<file path="src/rtl/max7219_rx_pkg.sv">
// Shared constants for the MAX7219-style serial receiver: frame geometry,
// register addresses and frame FSM encoding.
package max7219_rx_pkg;

    localparam int unsigned FRAME_BITS = 16;
    localparam int unsigned CNT_W      = 5;

    localparam logic [3:0] ADDR_NOOP      = 4'h0;
    localparam logic [3:0] ADDR_DIGIT0    = 4'h1;
    localparam logic [3:0] ADDR_DIGIT1    = 4'h2;
    localparam logic [3:0] ADDR_DIGIT2    = 4'h3;
    localparam logic [3:0] ADDR_DIGIT3    = 4'h4;
    localparam logic [3:0] ADDR_DIGIT4    = 4'h5;
    localparam logic [3:0] ADDR_DIGIT5    = 4'h6;
    localparam logic [3:0] ADDR_DIGIT6    = 4'h7;
    localparam logic [3:0] ADDR_DIGIT7    = 4'h8;
    localparam logic [3:0] ADDR_DECODE    = 4'h9;
    localparam logic [3:0] ADDR_INTENSITY = 4'hA;
    localparam logic [3:0] ADDR_SCANLIMIT = 4'hB;
    localparam logic [3:0] ADDR_SHUTDOWN  = 4'hC;
    localparam logic [3:0] ADDR_TEST      = 4'hF;

    typedef enum logic {
        ST_IDLE  = 1'b0,
        ST_SHIFT = 1'b1
    } state_t;

endpackage

</file>
<file path="src/rtl/max7219_rx_sync.sv">
// Multi-flop synchronizer with a history flop and rising-edge detect.
module sync_edge #(
    parameter int unsigned STAGES    = 2,
    parameter logic        RESET_VAL = 1'b0
) (
    input  logic clk,
    input  logic resetn,
    input  logic d,
    output logic q,
    output logic rise_c
);

    logic [STAGES-1:0] chain;
    logic              hist;

    always_ff @(posedge clk or negedge resetn) begin
        if (!resetn) begin
            chain <= {STAGES{RESET_VAL}};
            hist  <= RESET_VAL;
        end else begin
            chain <= {chain[STAGES-2:0], d};
            hist  <= chain[STAGES-1];
        end
    end

    assign q      = chain[STAGES-1];
    assign rise_c = q & ~hist;

endmodule

</file>
<file path="src/rtl/max7219_rx.sv">
// Receives 16-bit MAX7219 frames on a 3-wire serial port and maintains the
// chip's register file; one wr_valid pulse per committed frame.
module max7219_rx
    import max7219_rx_pkg::*;
#(
    parameter int unsigned SYNC_STAGES = 2
) (
    input  logic        clk,
    input  logic        resetn,
    input  logic        di_ncs,
    input  logic        di_dta,
    input  logic        di_cks,
    output logic        wr_valid,
    output logic [3:0]  wr_addr,
    output logic [7:0]  wr_data,
    output logic [63:0] digits,
    output logic [7:0]  decode_mode,
    output logic [3:0]  intensity,
    output logic [2:0]  scan_limit,
    output logic        shutdown_n,
    output logic        display_test,
    output logic        frame_err
);

    logic                   ncs_s, ncs_rise, cks_rise, dta_s;
    logic                   unused_cks_level;
    logic [SYNC_STAGES-1:0] dta_chain;
    state_t                 state, state_nxt;
    logic [CNT_W-1:0]       cnt, cnt_nxt;
    logic [15:0]            sr, sr_nxt;
    logic                   commit_c, err_c;
    logic [3:0]             addr_c;
    logic [7:0]             data_c;
    logic [2:0]             dig_sel;

    // ncs idles high so its chain resets high; no phantom edge after reset
    sync_edge #(.STAGES(SYNC_STAGES), .RESET_VAL(1'b1)) u_ncs_sync (
        .clk    (clk),
        .resetn (resetn),
        .d      (di_ncs),
        .q      (ncs_s),
        .rise_c (ncs_rise)
    );

    sync_edge #(.STAGES(SYNC_STAGES), .RESET_VAL(1'b0)) u_cks_sync (
        .clk    (clk),
        .resetn (resetn),
        .d      (di_cks),
        .q      (unused_cks_level),
        .rise_c (cks_rise)
    );

    always_ff @(posedge clk or negedge resetn) begin
        if (!resetn) dta_chain <= '0;
        else         dta_chain <= {dta_chain[SYNC_STAGES-2:0], di_dta};
    end
    assign dta_s = dta_chain[SYNC_STAGES-1];

    always_ff @(posedge clk or negedge resetn) begin
        if (!resetn) state <= ST_IDLE;
        else         state <= state_nxt;
    end

    always_comb begin
        state_nxt = state;
        case (state)
            ST_IDLE:  if (!ncs_s)   state_nxt = ST_SHIFT;
            ST_SHIFT: if (ncs_rise) state_nxt = ST_IDLE;
            default:                state_nxt = ST_IDLE;
        endcase
    end

    // Previous ncs is always low while in SHIFT, so a cks rise in the
    // ncs_rise cycle still shifts and is part of the committed frame.
    always_comb begin
        cnt_nxt  = cnt;
        sr_nxt   = sr;
        commit_c = 1'b0;
        err_c    = 1'b0;
        case (state)
            ST_IDLE: begin
                if (!ncs_s) begin
                    cnt_nxt = '0;
                    sr_nxt  = '0;
                end
            end
            ST_SHIFT: begin
                if (cks_rise) begin
                    sr_nxt = {sr[14:0], dta_s};
                    if (cnt != CNT_W'(FRAME_BITS)) cnt_nxt = cnt + CNT_W'(1);
                end
                if (ncs_rise) begin
                    if (cnt_nxt == CNT_W'(FRAME_BITS)) commit_c = 1'b1;
                    else                               err_c    = 1'b1;
                end
            end
            default: ;
        endcase
    end

    always_ff @(posedge clk or negedge resetn) begin
        if (!resetn) begin
            cnt <= '0;
            sr  <= '0;
        end else begin
            cnt <= cnt_nxt;
            sr  <= sr_nxt;
        end
    end

    assign addr_c  = sr_nxt[11:8];
    assign data_c  = sr_nxt[7:0];
    assign dig_sel = 3'(addr_c - ADDR_DIGIT0);

    // Register file update, visible in the same cycle as wr_valid
    always_ff @(posedge clk or negedge resetn) begin
        if (!resetn) begin
            wr_valid     <= 1'b0;
            frame_err    <= 1'b0;
            wr_addr      <= '0;
            wr_data      <= '0;
            digits       <= '0;
            decode_mode  <= '0;
            intensity    <= '0;
            scan_limit   <= '0;
            shutdown_n   <= 1'b0;
            display_test <= 1'b0;
        end else begin
            wr_valid  <= commit_c;
            frame_err <= err_c;
            if (commit_c) begin
                wr_addr <= addr_c;
                wr_data <= data_c;
                case (addr_c)
                    ADDR_DIGIT0, ADDR_DIGIT1, ADDR_DIGIT2, ADDR_DIGIT3,
                    ADDR_DIGIT4, ADDR_DIGIT5, ADDR_DIGIT6, ADDR_DIGIT7:
                        digits[{dig_sel, 3'b000} +: 8] <= data_c;
                    ADDR_DECODE:    decode_mode  <= data_c;
                    ADDR_INTENSITY: intensity    <= data_c[3:0];
                    ADDR_SCANLIMIT: scan_limit   <= data_c[2:0];
                    ADDR_SHUTDOWN:  shutdown_n   <= data_c[0];
                    ADDR_TEST:      display_test <= data_c[0];
                    default: ;
                endcase
            end
        end
    end

endmodule

</file>
<file path="config.mk">
export PLATFORM = sky130hd
export DESIGN_NAME = max7219_rx
export DESIGN_NICKNAME = d
export VERILOG_FILES = /design/src/rtl/max7219_rx_pkg.sv /design/src/rtl/max7219_rx_sync.sv /design/src/rtl/max7219_rx.sv
export SDC_FILE = /design/constraint.sdc
export NUM_CORES = 1
export LEC_CHECK = 0
export CAP_MARGIN = 40
export CORE_MARGIN = 8
export CORE_UTILIZATION = 40
export DETAILED_ROUTE_END_ITERATION = 16
export MAX_ROUTING_LAYER = met4
export PLACE_DENSITY = 0.75
export SYNTH_ARGS = -nofsm -noshare
export SYNTH_HDL_FRONTEND = slang
export SYNTH_SLANG_ARGS = --single-unit
</file>
<file path="constraint.sdc">
create_clock -name clk -period 5.3 [get_ports clk]
set_input_delay 0.795 -clock clk [delete_from_list [all_inputs] [get_ports clk]]
set_output_delay 0.795 -clock clk [all_outputs]
set_load 0.02 [all_outputs]
</file>
Yosys cells after proc, flatten, opt, wreduce, memory -nomap -nowiden
Cells that the tools add are included.
{"block": "word_totals", "ff_bits": 121, "output_inout_bits": 95}
{"block": "classes", "addsub": 3, "n_eq_ne": 16, "shifts": 2, "muxes": 18, "bitwise": 5, "n_reduce_logical": 7}
{"operator": "$bwmux W64", "count": 1}
{"operator": "$shift A8 B8 Y64 const A", "count": 1}
{"operator": "$shiftx A8 B8 Y64", "count": 1}
{"operator": "$mux W13", "count": 2}
{"operator": "$pmux W13 S2", "count": 1}
{"operator": "$eq A4 B4 Y1 const B", "count": 6}
{"operator": "$mux W5", "count": 4}
{"operator": "$eq A4 B3 Y1 const B", "count": 4}
{"operator": "$reduce_and A2 Y1", "count": 6}
{"operator": "$pmux W5 S2", "count": 1}
{"operator": "$eq A4 B2 Y1 const B", "count": 2}
{"operator": "$mux W1", "count": 8}
{"operator": "$neg A6 Y8", "count": 1}
{"operator": "$reduce_or A8 Y1", "count": 1}
{"operator": "$add A5 B1 Y5 const B", "count": 1}
{"operator": "$eq A5 B5 Y1 const B", "count": 1}
{"operator": "$ne A5 B5 Y1 const B", "count": 1}
{"operator": "$eq A4 B1 Y1 const B", "count": 1}
{"operator": "$not A1 Y1", "count": 3}
{"operator": "$sub A3 B1 Y3 const B", "count": 1}
{"operator": "$and A1 B1 Y1", "count": 2}
{"operator": "$ne A2 B2 Y1 const B", "count": 1}
{"operator": "$pmux W1 S2", "count": 1}

Logic depth before layout (Yosys ltp)
Gate-level depths: netlist of run 1.
{"block": "logic_depth", "depth_word": 9, "depth_mapped": 16, "ltp_nobuf": 12}

Hierarchy
Synthesis of run 1 repeated with hierarchy kept, for this count alone.
{"block": "hier_totals", "cells_unflattened": 418, "hier_area_um2": 5372.7}
{"mod": "max7219_rx", "instances": 1, "cells_each": 410, "area_each_um2": 5191.2, "seq_area_each_um2": 2877.8}
{"mod": "sync_edge (u_ncs_sync)", "instances": 1, "cells_each": 4, "area_each_um2": 92.6, "seq_area_each_um2": 78.8}
{"mod": "sync_edge (u_cks_sync)", "instances": 1, "cells_each": 4, "area_each_um2": 88.8, "seq_area_each_um2": 75.1}

Worst setup path before layout of run 1
OpenSTA, ideal clock, no wires.
{"block": "synth_timing", "path_kind": "register to register", "startpoint": "register u_cks_sync.chain[1]", "endpoint": "register digits[40]", "setup_ns": 0.125, "t_arrival_ns": 3.716, "required_ns": 5.175, "path_slack_ns": 1.460, "path_stages_with_launch": 16, "path_buffers": 4, "path_cell_list": "dfrtp_1 nor2b_1 buf_4 mux2_1 a22o_1 buf_2 inv_2 buf_2 ha_1 xor2_1 inv_1 ha_1 clkbuf_1 a31oi_2 nand4_2 mux2_2"}
{"block": "synth_via", "word_cells_on_any_way": 24, "classes_between": "add/sub (2); eq/ne (9); shift (2); mux (8); bitwise (1); reduce/logical (2)"}
{"item": "from (decl)", "line": "max7219_rx_sync.sv:13", "source": "logic [STAGES-1:0] chain;"}
{"item": "from (signal assigned)", "line": "max7219_rx_sync.sv:18", "source": "chain <= {STAGES{RESET_VAL}};"}
{"item": "from (signal assigned)", "line": "max7219_rx_sync.sv:21", "source": "chain <= {chain[STAGES-2:0], d};"}
{"item": "$and A1 B1 Y1 (*)", "line": "max7219_rx_sync.sv:27", "source": "assign rise_c = q & ~hist;"}
{"item": "$mux W13 (*)", "line": "max7219_rx.sv:88", "source": "if (cks_rise) begin"}
{"item": "$pmux W13 S2 (*)", "line": "max7219_rx.sv:80", "source": "case (state)"}
{"item": "named net sr_nxt[8]", "line": "max7219_rx.sv:30", "source": "logic [15:0] sr, sr_nxt;"}
{"item": "$sub A3 B1 Y3", "line": "max7219_rx.sv:113", "source": "assign dig_sel = 3'(addr_c - ADDR_DIGIT0);"}
{"item": "$neg A6 Y8", "line": "max7219_rx.sv:137", "source": "digits[{dig_sel, 3'b000} +: 8] <= data_c;"}
{"item": "$shiftx A8 B8 Y64 / $shift A8 B8 Y64 (equally long branches)", "line": "max7219_rx.sv:137"}
{"item": "$bwmux W64", "line": "max7219_rx.sv:137"}
{"item": "to (signal, indexed assignment)", "line": "max7219_rx.sv:137"}
{"item": "to (decl)", "line": "max7219_rx.sv:16", "source": "output logic [63:0] digits,"}
Mark *: on every way through the listed nets, which the timed path passes. The rest lies on a longest branch. The select of a mux whose other input is x is not followed.
A chain may end at the register's enable or synchronous reset.

Worst setup path in the final report of run 1
{"block": "layout_timing", "startpoint": "register u_cks_sync.chain[1]", "endpoint": "register digits[35]"}
{"block": "layout_via", "elab_chain_len": 8, "word_cells_on_any_way": 24, "classes_between": "add/sub (2); eq/ne (9); shift (2); mux (8); bitwise (1); reduce/logical (2)"}
{"item": "$and A1 B1 Y1 (*)", "line": "max7219_rx_sync.sv:27"}
{"item": "branches (longest 7 deep; another with $neg A6 Y8)"}
Every way passes the cells marked *. The select of a mux whose other input is x is not followed.

==> summary.md, run 1 <==
| Metric | Value |
|---|---|
| CTS Buf Count | `17` |
| CP bufs+invs | `2` |
| Most common cell in the netlist | `dfrtp_1` |
| Vias per std cell | `just over 5` |
| H-tree depth | `4` |
| Maximum vdd ir drop | `approximately 0.16 mV` |
| Nets | `between 500 and 600` |
| Slew HR | `between 40 and 50%` |
| Share of layout cells above drive strength 1 | `24.4%` |
| Design Area, Final | `approximately 0.0071 mm^2` |
| Post_cts resized | `0` |
| #FFs+latches synth | `about 120` |
| Maximum root-to-sink buffer count | `2` |
| Top-area cell type share of the netlist area | `around 56%` |
| RR Endpoint | `digits[35]$_DFFE_PN0P_` |
| DP Worst Slack | `0.680 ns` |
| DP HPWL | `about 9.7 mm` |
| Postcts setup bufs | `0` |
| Cells after Synth | `about 420` |
| Placed cells | `between 600 and 700` |
| Final WL | `around 13 mm` |
| Max Freq | `approximately 210 MHz` |
| Worst-path clk slew | `roughly 0.050 ns` |
| Netlist cell types | `44` |
| Clock Tree Root | `clkbuf_16` |
| Slowest stage delay, CP | `roughly 0.64 ns` |
| Final worst-path cycle share | `88.5%` |
| Synth async-reset ratio | `100%` |
| Slowest cell on crit path | `nor4_4` |
| Clk_skew | `~0.017 ns` |
| Largest net degree at the start of global routing | `56` |
| RSZ-0062 raised after global routing | `no` |
| Syn_area_per_cell | `about 13 um^2` |
| Initial antenna violation count | `0` |
| Final setup fails | `0` |
| Top cell by count, worst path | `ha_1` |
| Port Buf Inserts | `between 90 and 100` |
| Setup TNS | `0 ns` |
| Latest clock arrival within the worst-skew pair | `0.42 ns` |
| Worst reg2reg startpoint | `u_cks_sync.chain[1]$_DFF_PN0_` |
| CTS sink cnt | `roughly 120` |
| Worst Setup Path Type | `register to register` |
| Synth cell count leaders | `dfrtp_1 (118), mux2_2 (75), nor2_1 (68), inv_1 (14)` |
| Cells on worst reg2reg path | `11` |
| Final critical-path required period | `around 4.7 ns` |
| Tot GR Track Use | `between 10% and 20%` |
| Die area | `about 0.017 mm^2` |
| Final Max Tran Viols | `0` |
| Routed Antenna Nets | `0` |
| Top cells by area, synth | `dfrtp_1 (56%), mux2_2 (16%), nor2_1 (4.9%)` |
| Outcome | `completed` |
| Row Count | `42` |
| CP Cell Sequence | `nor2b_1 -> mux2_1 -> a22o_1 -> inv_2 -> ha_1 -> xor2_1 -> inv_1 -> ha_1 -> o31ai_4 -> nor4_4 -> mux2_2` |
| First-pass GRT wire length | `21.0 mm` |
| CP Capture Type | `register` |
| Placer's final routability congestion estimate | `0.853` |
| R2R setup slack | `between 0.6 and 0.7 ns` |
| Min-Delay Path Class | `input pin to asynchronous set/reset pin` |
| WL/cell | `~18 um` |
| Post-synth EDFFs | `0` |
| Yosys warnings | `0` |
| Top Ports | `100` |
| Area Overhead vs Synth | `36.2%` |
| Worst path arrival time | `roughly 5.0 ns` |
| Layout fillers | `1175` |
| Initial Util | `around 40%` |
| DRC viols | `0` |
| Die X | `130 um` |
| Placed inst area | `approximately 0.0065 mm^2` |
| Final global-route overflow total | `0` |
| Power per standard cell area | `327 mW/mm^2` |
| Vias in the first global route | `just under 4k` |
| Net count after synthesis | `between 400 and 500` |
| Worst Path Required | `5.60 ns` |
| Worst slew pin tran | `roughly 0.84 ns` |
| Synth Flop Type | `dfrtp_1` |
| Crit Path Max Fanout | `14` |
| Vias | `around 3.7k` |
| Type of origin of the critical path | `register` |
| Mapped Area | `about 0.0052 mm^2` |
| Register area share after synthesis | `approximately 58%` |
| Lkg Pwr | `3.37 nW` |
| Core Box Area | `0.0130 mm^2` |
| Post-Layout Cell Count | `717` |
| CTS tree | `done` |
| Diode count | `0` |
| Starting DRT DRC Count | `~200` |
| CP top delay family | `simple AND/OR/NAND/NOR gates` |
| Synth area leader | `dfrtp_1` |
| Slack of the critical path | `0.608 ns` |
| Tot Pwr | `between 0.002 and 0.0025 W` |
| DR pass1 iterations | `4` |
| CTS Hold Buffers Added | `0` |
| Die Height | `roughly 130 um` |
| Final hold vios | `0` |
| Max-cap viol count | `0` |
-- logic make-up (layout without fill, tap and decap cells) --
kind of cell             count (synthesis)  after routing  share of synthesized area (%)
XOR/XNOR                                 5              5                          0.835
multiplexers                            82             82                           17.6
flip-flops                             121            121                           57.8
buffers and inverters                   30            156                           2.36
AND/OR/NAND/NOR                        126            126                           13.1
AO/OA/AOI/OAI                           39             39                           5.49
adder cells (fa/ha/maj)                 12             12                           2.86
-- routing by layer --
| layer | wire length, um | global-route usage, % | vias to the layer above | share of wire (%) |
|---|---|---|---|---|
| li1 | - | - | 1687 | - |
| met1 | 5670 | 20.7 | 1853 | 43 |
| met2 | 6620 | 27.2 | 134 | 50 |
| met3 | 807 | 4.22 | 12 | 6.1 |
| met4 | 144 | 5.87 | 0 | 1.1 |
| met5 | 0 | - | - | 0 |
-- power by group --
| group | internal, W | leakage (nW) | total, W | switching (W) |
|---|---|---|---|---|
| registers | 0.000938 | 1.66 | 0.000957 | 0.0000184 |
| logic | 0.0000310 | 1.40 | 0.0000969 | 0.0000660 |
| clock network | 0.000875 | 0.312 | 0.00128 | 0.000407 |
-- registers in the layout (all words and copies together), names as in the netlist --
signal            count
cnt                   5
decode_mode           8
digits               64
display_test          1
dta_chain             2
frame_err             1
intensity             4
scan_limit            3
shutdown_n            1
sr                   12
state                 1
u_cks_sync.chain      2
u_cks_sync.hist       1
u_ncs_sync.chain      2
u_ncs_sync.hist       1
wr_addr               4
wr_data               8
wr_valid              1
-- worst reg2reg max path, delay by kind of cell, from the launching register on --
family	cells	cell delay (ns)
and+or+nand+nor	2	1.15
adders and majority gates	2	0.83
muxes	2	0.78
AOI/OAI and AO/OA	2	0.61
buffers and inverters	2	0.44
DFF	1	0.42
xor gates and xnor gates	1	0.35
-- worst max path at each step --
stage / from / slack (ns) / end / depth (start not counted)
3_3_place_gp: u_cks_sync.chain[1]$_DFF_PN0_ / 0.85 / digits[35]$_DFFE_PN0P_ / 11
4_1_cts: u_cks_sync.chain[1]$_DFF_PN0_ / 0.62 / digits[35]$_DFFE_PN0P_ / 11
5_1_grt: u_cks_sync.chain[1]$_DFF_PN0_ / 0.22 / digits[35]$_DFFE_PN0P_ / 11
3_5_place_dp: u_cks_sync.chain[1]$_DFF_PN0_ / 0.68 / digits[35]$_DFFE_PN0P_ / 11
6_report: u_cks_sync.chain[1]$_DFF_PN0_ / 0.61 / digits[35]$_DFFE_PN0P_ / 11
2_1_floorplan: u_cks_sync.chain[1]$_DFF_PN0_ / 1.46 / digits[40]$_DFFE_PN0P_ / 15
-- cells in the final DEF, fill, tap and decap left out, drive strengths merged, types with 2 or more instances in the layout --
master         Yosys  routed
a21oi             12      12
a22o               5       5
a22oi              9       9
and4               2       2
buf                7      11
bufinv             0       6
clkbuf             7      18
clkdlybuf4s50      0      98
clkinv             1       5
clkinvlp           0       3
dfrtp            118     118
dfstp              3       3
ha                12      12
inv               15      15
mux2              80      80
mux2i              2       2
nand2             11      11
nand2b             3       3
nand3              8       8
nand3b             4       4
nand4              8       8
nor2              68      68
nor2b              3       3
nor3               6       6
nor4               4       4
nor4b              3       3
o21ai              5       5
or3                3       3
xnor2              3       3
xor2               2       2
-- stage by stage --
| step | util (%) | hold slack, ns |
|---|---|---|
| after floorplan | - | 0.331 |
| after global placement | 49.1 | 0.340 |
| after detailed placement | 49.7 | 0.348 |
| after CTS | 54.8 | 0.330 |
| after global routing | 54.8 | 0.355 |
| final | 54.8 | 0.319 |
-- final cells by class --
cell class,count,area [um^2],share of cell area (%)
Sequential cell,121,3030,42.5
Clock buffer,18,429,6.01
Tap cell,176,220,3.09
Timing Repair Buffer,109,1080,15.2
Multi-Input combinational cell,264,2090,29.2
Clock inverter,13,226,3.17
Inverter,16,60.1,0.841
(Power assumes the default switching activity.)
==> run 2: changes to the inputs <==
Settings changed: CAP_MARGIN 40 to not set.
==> summary.md, run 2 (same netlist as run 1, synthesis figures left out) <==
| Metric | Value |
|---|---|
| Outcome | `completed` |
| Placed inst area | `approximately 0.0064 mm^2` |
| Worst Setup Path Type | `register to register` |
| Most frequent cells in the layout | `dfrtp_1 (118), clkdlybuf4s50_1 (98), mux2_2 (75), nor2_1 (68), clkbuf_16 (17)` |
| Final setup fails | `0` |
| Largest Register | `digits` |
| Clock Tree Root | `clkbuf_16` |
| Max Freq | `211 MHz` |
| Worst-path clk slew | `approximately 0.06 ns` |
| Row Count | `between 40 and 50` |
| Max-cap viol count | `0` |
| CTS Buf Count | `17` |
| Type of origin of the critical path | `register` |
| Slack of the critical path | `approximately 0.55 ns` |
| CP Capture Type | `register` |
| Final hold slack | `around 0.35 ns` |
| Switch Pwr | `0.000502 W` |
| Largest net degree at the start of global routing | `between 80 and 90` |
| Lkg Pwr | `roughly 3.3 nW` |
| WL met3 | `a little under 1 mm` |
| Final global-route overflow total | `0` |
| Tot Pwr | `between 0.002 and 0.0025 W` |
| Met2 wire length | `6.47 mm` |
| Max Used Layer | `met4` |
| Maximum vdd ir drop | `about 0.19 mV` |
| Final WL | `around 13 mm` |
| Postcts setup bufs | `0` |
| Max reg flops | `64` |
| Tot GR Track Use | `17.0%` |
| Crit Path Max Fanout | `14` |
| Metal-1 WL | `approximately 5.6 mm` |
| Die X | `approximately 130 um` |
| Regs by FF count | `digits: 64 flops, sr: 12 flops` |
| Setup TNS | `0 ns` |
| Sw Ratio | `between 20% and 30%` |
| DP Worst Slack | `roughly 0.65 ns` |
| Final worst-path cycle share | `between 80 and 90%` |
| Die Height | `130 um` |
| Initial antenna violation count | `0` |
| Die area | `0.0170 mm^2` |
| DP HPWL | `between 9 and 10 mm` |
| First-pass GRT wire length | `between 20 and 25 mm` |
| Routed Antenna Nets | `0` |
| Port Buf Inserts | `99` |
| WL/cell | `18.6 um` |
| Vias in the first global route | `around 3.8k` |
| Worst path arrival time | `about 5 ns` |
| Final hold vios | `0` |
| DRC viols | `0` |
| RSZ-0062 raised after global routing | `no` |
| Worst reg2reg startpoint | `u_cks_sync.chain[1]$_DFF_PN0_` |
| Clock share of power | `about half` |
| Initial Util | `about two fifths` |
| CTS Hold Buffers Added | `0` |
| Worst slew pin tran | `between 1 and 1.5 ns` |
| Clk_skew | `0.0182 ns` |
| Vias | `~3.6k` |
| Starting DRT DRC Count | `around 260` |
| Vias per std cell | `between 5 and 6` |
| RR Endpoint | `digits[34]$_DFFE_PN0P_` |
| CTS tree | `done` |
| Nets | `around 540` |
| Final Max Tran Viols | `0` |
| Placer's final routability congestion estimate | `0.853` |
| Share of layout cells above drive strength 1 | `23.6%` |
| Cells on worst reg2reg path | `11` |
| Design Area, Final | `0.00698 mm^2` |
| Slew HR | `between 10% and 20%` |
| Min-Delay Path Class | `register to register` |
| Top Ports | `100` |
| Post_cts resized | `0` |
| Core Box Area | `between 0.01 and 0.015 mm^2` |
| Latest clock arrival within the worst-skew pair | `approximately 0.42 ns` |
| Int Pwr | `approximately 0.0016 W` |
| Maximum root-to-sink buffer count | `2` |
| End point of the critical path | `digits[34]$_DFFE_PN0P_` |
| Commonest non-fill, non-tap cell in the layout | `dfrtp_1` |
| Final critical-path required period | `4.75 ns` |
| Reg power frac | `between 40% and 50%` |
| Comb pwr share | `~4.2%` |
| Power per standard cell area | `roughly 310 mW/mm^2` |
| CTS sink cnt | `121` |
| Worst Path Required | `approximately 5.6 ns` |
| DR pass1 iterations | `5` |
| Crit. Startpoint | `u_cks_sync.chain[1]$_DFF_PN0_` |
| Diode count | `0` |
| Area Overhead vs Synth | `33.1%` |
| R2R setup slack | `roughly 0.55 ns` |
| H-tree depth | `4` |
## run 2: critical path: stages, from the launching register on
cell	delay, ns
dfrtp_1	0.42
nor2b_1	0.50
mux2_1	0.37
a22o_1	0.39
inv_2	0.28
ha_1	0.30
xor2_1	0.36
inv_1	0.16
ha_1	0.56
o31ai_4	0.22
nor4_4	0.65
mux2_2	0.41
## run 2: power by group through the flow
stage / Sequential [W] / Combinational [W] / Clock, W
floorplan: 0.000962 / 0.0000575 / 0
global placement: 0.000971 / 0.0000876 / 0
detailed placement: 0.000973 / 0.0000920 / 0
CTS: 0.000957 / 0.0000924 / 0.00111
global route: 0.000959 / 0.000103 / 0.00116
finish: 0.000957 / 0.0000901 / 0.00109
## run 2: layout make-up
cell class / instances / area (um^2)
fill: 1166 / 6060
inverter: 16 / 60.1
clock inverter: 13 / 121
clock buffer: 19 / 453
sequential: 121 / 3030
tap: 176 / 220
multi-input combinational: 264 / 2090
timing repair buffer: 101 / 1000
## run 2: worst min-delay path by stage
| stage | startpoint | end | cells after the start |
|---|---|---|---|
| floorplan | dta_chain[0]$_DFF_PN0_ | dta_chain[1]$_DFF_PN0_ | 0 |
| global placement | dta_chain[0]$_DFF_PN0_ | dta_chain[1]$_DFF_PN0_ | 0 |
| detailed placement | dta_chain[0]$_DFF_PN0_ | dta_chain[1]$_DFF_PN0_ | 0 |
| CTS | dta_chain[0]$_DFF_PN0_ | dta_chain[1]$_DFF_PN0_ | 0 |
| global route | u_ncs_sync.chain[0]$_DFF_PN1_ | u_ncs_sync.chain[1]$_DFF_PN1_ | 0 |
| finish | dta_chain[0]$_DFF_PN0_ | dta_chain[1]$_DFF_PN0_ | 0 |
## run 2: metrics by stage
step                cells  util (%)
floorplan             415         -
global placement      678      49.1
detailed placement    678      49.1
CTS                   710      53.5
global route          710      53.5
finish                710      53.5
## run 2: routing by layer
metal | vias to the layer above | GRT usage, %
met5 | - | -
li1 | 1666 | -
met2 | 124 | 26.5
met1 | 1818 | 20.8
met3 | 14 | 4.67
met4 | 0 | 5.94
==> run 3: changes to the inputs <==
Settings changed: CTS_BUF_LIST set to sky130_fd_sc_hd__clkbuf_16.
==> summary.md, run 3 (same netlist as run 1, synthesis figures left out) <==
| Metric | Value |
|---|---|
| H-tree depth | `4` |
| CP Capture Type | `register` |
| Worst Setup Path Type | `register to register` |
| Regs by FF count | `digits: 64 flops, sr: 12 flops` |
| Lkg Pwr | `approximately 3.3 nW` |
| Final hold vios | `0` |
| Diode count | `0` |
| Clock Tree Root | `clkbuf_16` |
| CTS sink cnt | `between 100 and 150` |
| Initial Util | `about two fifths` |
| Row Count | `42` |
| Slack of the critical path | `around 0.55 ns` |
| WL/cell | `between 15 and 20 um` |
| Final setup fails | `0` |
| Cells on worst reg2reg path | `11` |
| Maximum root-to-sink buffer count | `2` |
| Power per standard cell area | `slightly above 300 mW/mm^2` |
| HP Start | `u_ncs_sync.chain[0]$_DFF_PN1_` |
| Latest clock arrival within the worst-skew pair | `between 0.4 and 0.5 ns` |
| Final global-route overflow total | `0` |
| Starting DRT DRC Count | `approximately 240` |
| Tot GR Track Use | `between 10% and 20%` |
| Most frequent cells in the layout | `dfrtp_1 (118), clkdlybuf4s50_1 (98), mux2_2 (75), nor2_1 (68), clkbuf_16 (17)` |
| DP HPWL | `9.14 mm` |
| CTS Buf Count | `17` |
| Initial antenna violation count | `0` |
| Largest Register | `digits` |
| Vias | `between 3k and 4k` |
| Maximum vdd ir drop | `around 0.19 mV` |
| Type of origin of the critical path | `register` |
| Area Overhead vs Synth | `32.7%` |
| Hold Path Sink | `u_ncs_sync.chain[1]$_DFF_PN1_` |
| DP Worst Slack | `about 0.65 ns` |
| Placer's final routability congestion estimate | `0.853` |
| Routed Antenna Nets | `0` |
| Final WL | `between 10 and 15 mm` |
| CTS tree | `done` |
| Worst path arrival time | `5.04 ns` |
| Die X | `130 um` |
| Top Ports | `100` |
| Die area | `approximately 0.017 mm^2` |
| Max-cap viol count | `0` |
| Crit Path Max Fanout | `14` |
| R2R setup slack | `between 0.5 and 0.6 ns` |
| Largest net degree at the start of global routing | `a little under 90` |
| Commonest non-fill, non-tap cell in the layout | `dfrtp_1` |
| Worst-path clk slew | `~0.06 ns` |
| Vias per std cell | `5.09` |
| Worst slew pin tran | `between 1 and 1.5 ns` |
| Area of the multi-input gates | `about 0.0021 mm^2` |
| DR pass1 iterations | `4` |
| Vias in the first global route | `3796` |
| Clk_skew | `roughly 0.01 ns` |
| Outcome | `completed` |
| Setup TNS | `0 ns` |
| Nets | `approximately 540` |
| Port Buf Inserts | `slightly below 100` |
| CTS Hold Buffers Added | `0` |
| Layout fillers | `between 1k and 1.5k` |
| Max reg flops | `64` |
| RSZ-0062 raised after global routing | `no` |
| Worst Path Required | `around 5.6 ns` |
| Post_cts resized | `0` |
| Worst hold path depth | `0` |
| Slew HR | `13.7%` |
| Min-Delay Path Class | `register to register` |
| Max Freq | `about 210 MHz` |
| Final hold slack | `approximately 0.35 ns` |
| Final worst-path cycle share | `between 80% and 90%` |
| Core Box Area | `about 0.013 mm^2` |
| DRC viols | `0` |
| Final critical-path required period | `4.75 ns` |
| First-pass GRT wire length | `about 21 mm` |
| Final Max Tran Viols | `0` |
| Die Height | `130 um` |
| RR Endpoint | `digits[34]$_DFFE_PN0P_` |
| Postcts setup bufs | `0` |
| Post-layout util | `between 50% and 60%` |
| Register area | `0.00303 mm^2` |
| Worst reg2reg startpoint | `u_cks_sync.chain[1]$_DFF_PN0_` |
| Share of layout cells above drive strength 1 | `between 20% and 30%` |
## run 3: how the worst max path moves through the flow
| stage | startpoint | cells after the start | to | slack, ns |
|---|---|---|---|---|
| after floorplan | u_cks_sync.chain[1]$_DFF_PN0_ | 15 | digits[40]$_DFFE_PN0P_ | 1.46 |
| after global placement | u_cks_sync.chain[1]$_DFF_PN0_ | 11 | digits[35]$_DFFE_PN0P_ | 0.85 |
| after detailed placement | u_cks_sync.chain[1]$_DFF_PN0_ | 11 | digits[35]$_DFFE_PN0P_ | 0.65 |
| after CTS | u_cks_sync.chain[1]$_DFF_PN0_ | 11 | digits[34]$_DFFE_PN0P_ | 0.61 |
| after global routing | u_cks_sync.chain[1]$_DFF_PN0_ | 11 | digits[34]$_DFFE_PN0P_ | 0.14 |
| final | u_cks_sync.chain[1]$_DFF_PN0_ | 11 | digits[34]$_DFFE_PN0P_ | 0.55 |
## run 3: worst max-delay path, cell delays in order, from the launching register on
cell	delay, ns
dfrtp_1	0.41
nor2b_1	0.48
mux2_1	0.37
a22o_1	0.39
inv_2	0.29
ha_1	0.30
xor2_1	0.37
inv_1	0.16
ha_1	0.56
o31ai_4	0.22
nor4_4	0.65
mux2_2	0.41
## run 3: power breakdown
group / switching (W) / total, W / internal (W)
clock: 0.000417 / 0.00106 / 0.000642
combinational: 0.0000636 / 0.0000892 / 0.0000256
sequential: 0.0000189 / 0.000957 / 0.000938
## run 3: final cells by class
cell class	count	share of cell area, %
Sequential cell	121	43.6
Multi-Input combinational cell	264	30.0
Tap cell	176	3.17
Clock inverter	15	1.85
Timing Repair Buffer	101	14.4
Clock buffer	17	6.12
Inverter	16	0.863
## run 3: per-layer routing
metal / routed length (um) / GRT usage (%)
met1: 5540 / 20.8
met5: 0 / -
met4: 61 / 5.94
met3: 956 / 4.67
met2: 6580 / 26.5
## run 3: stage by stage
step           cell area [um^2]  total power [W]  cells
6_report                   6960          0.00211    710
4_1_cts                    6960          0.00213    710
3_3_place_gp               6400          0.00106    678
3_5_place_dp               6400          0.00106    678
2_1_floorplan              5240          0.00102    415
5_1_grt                    6960          0.00219    710
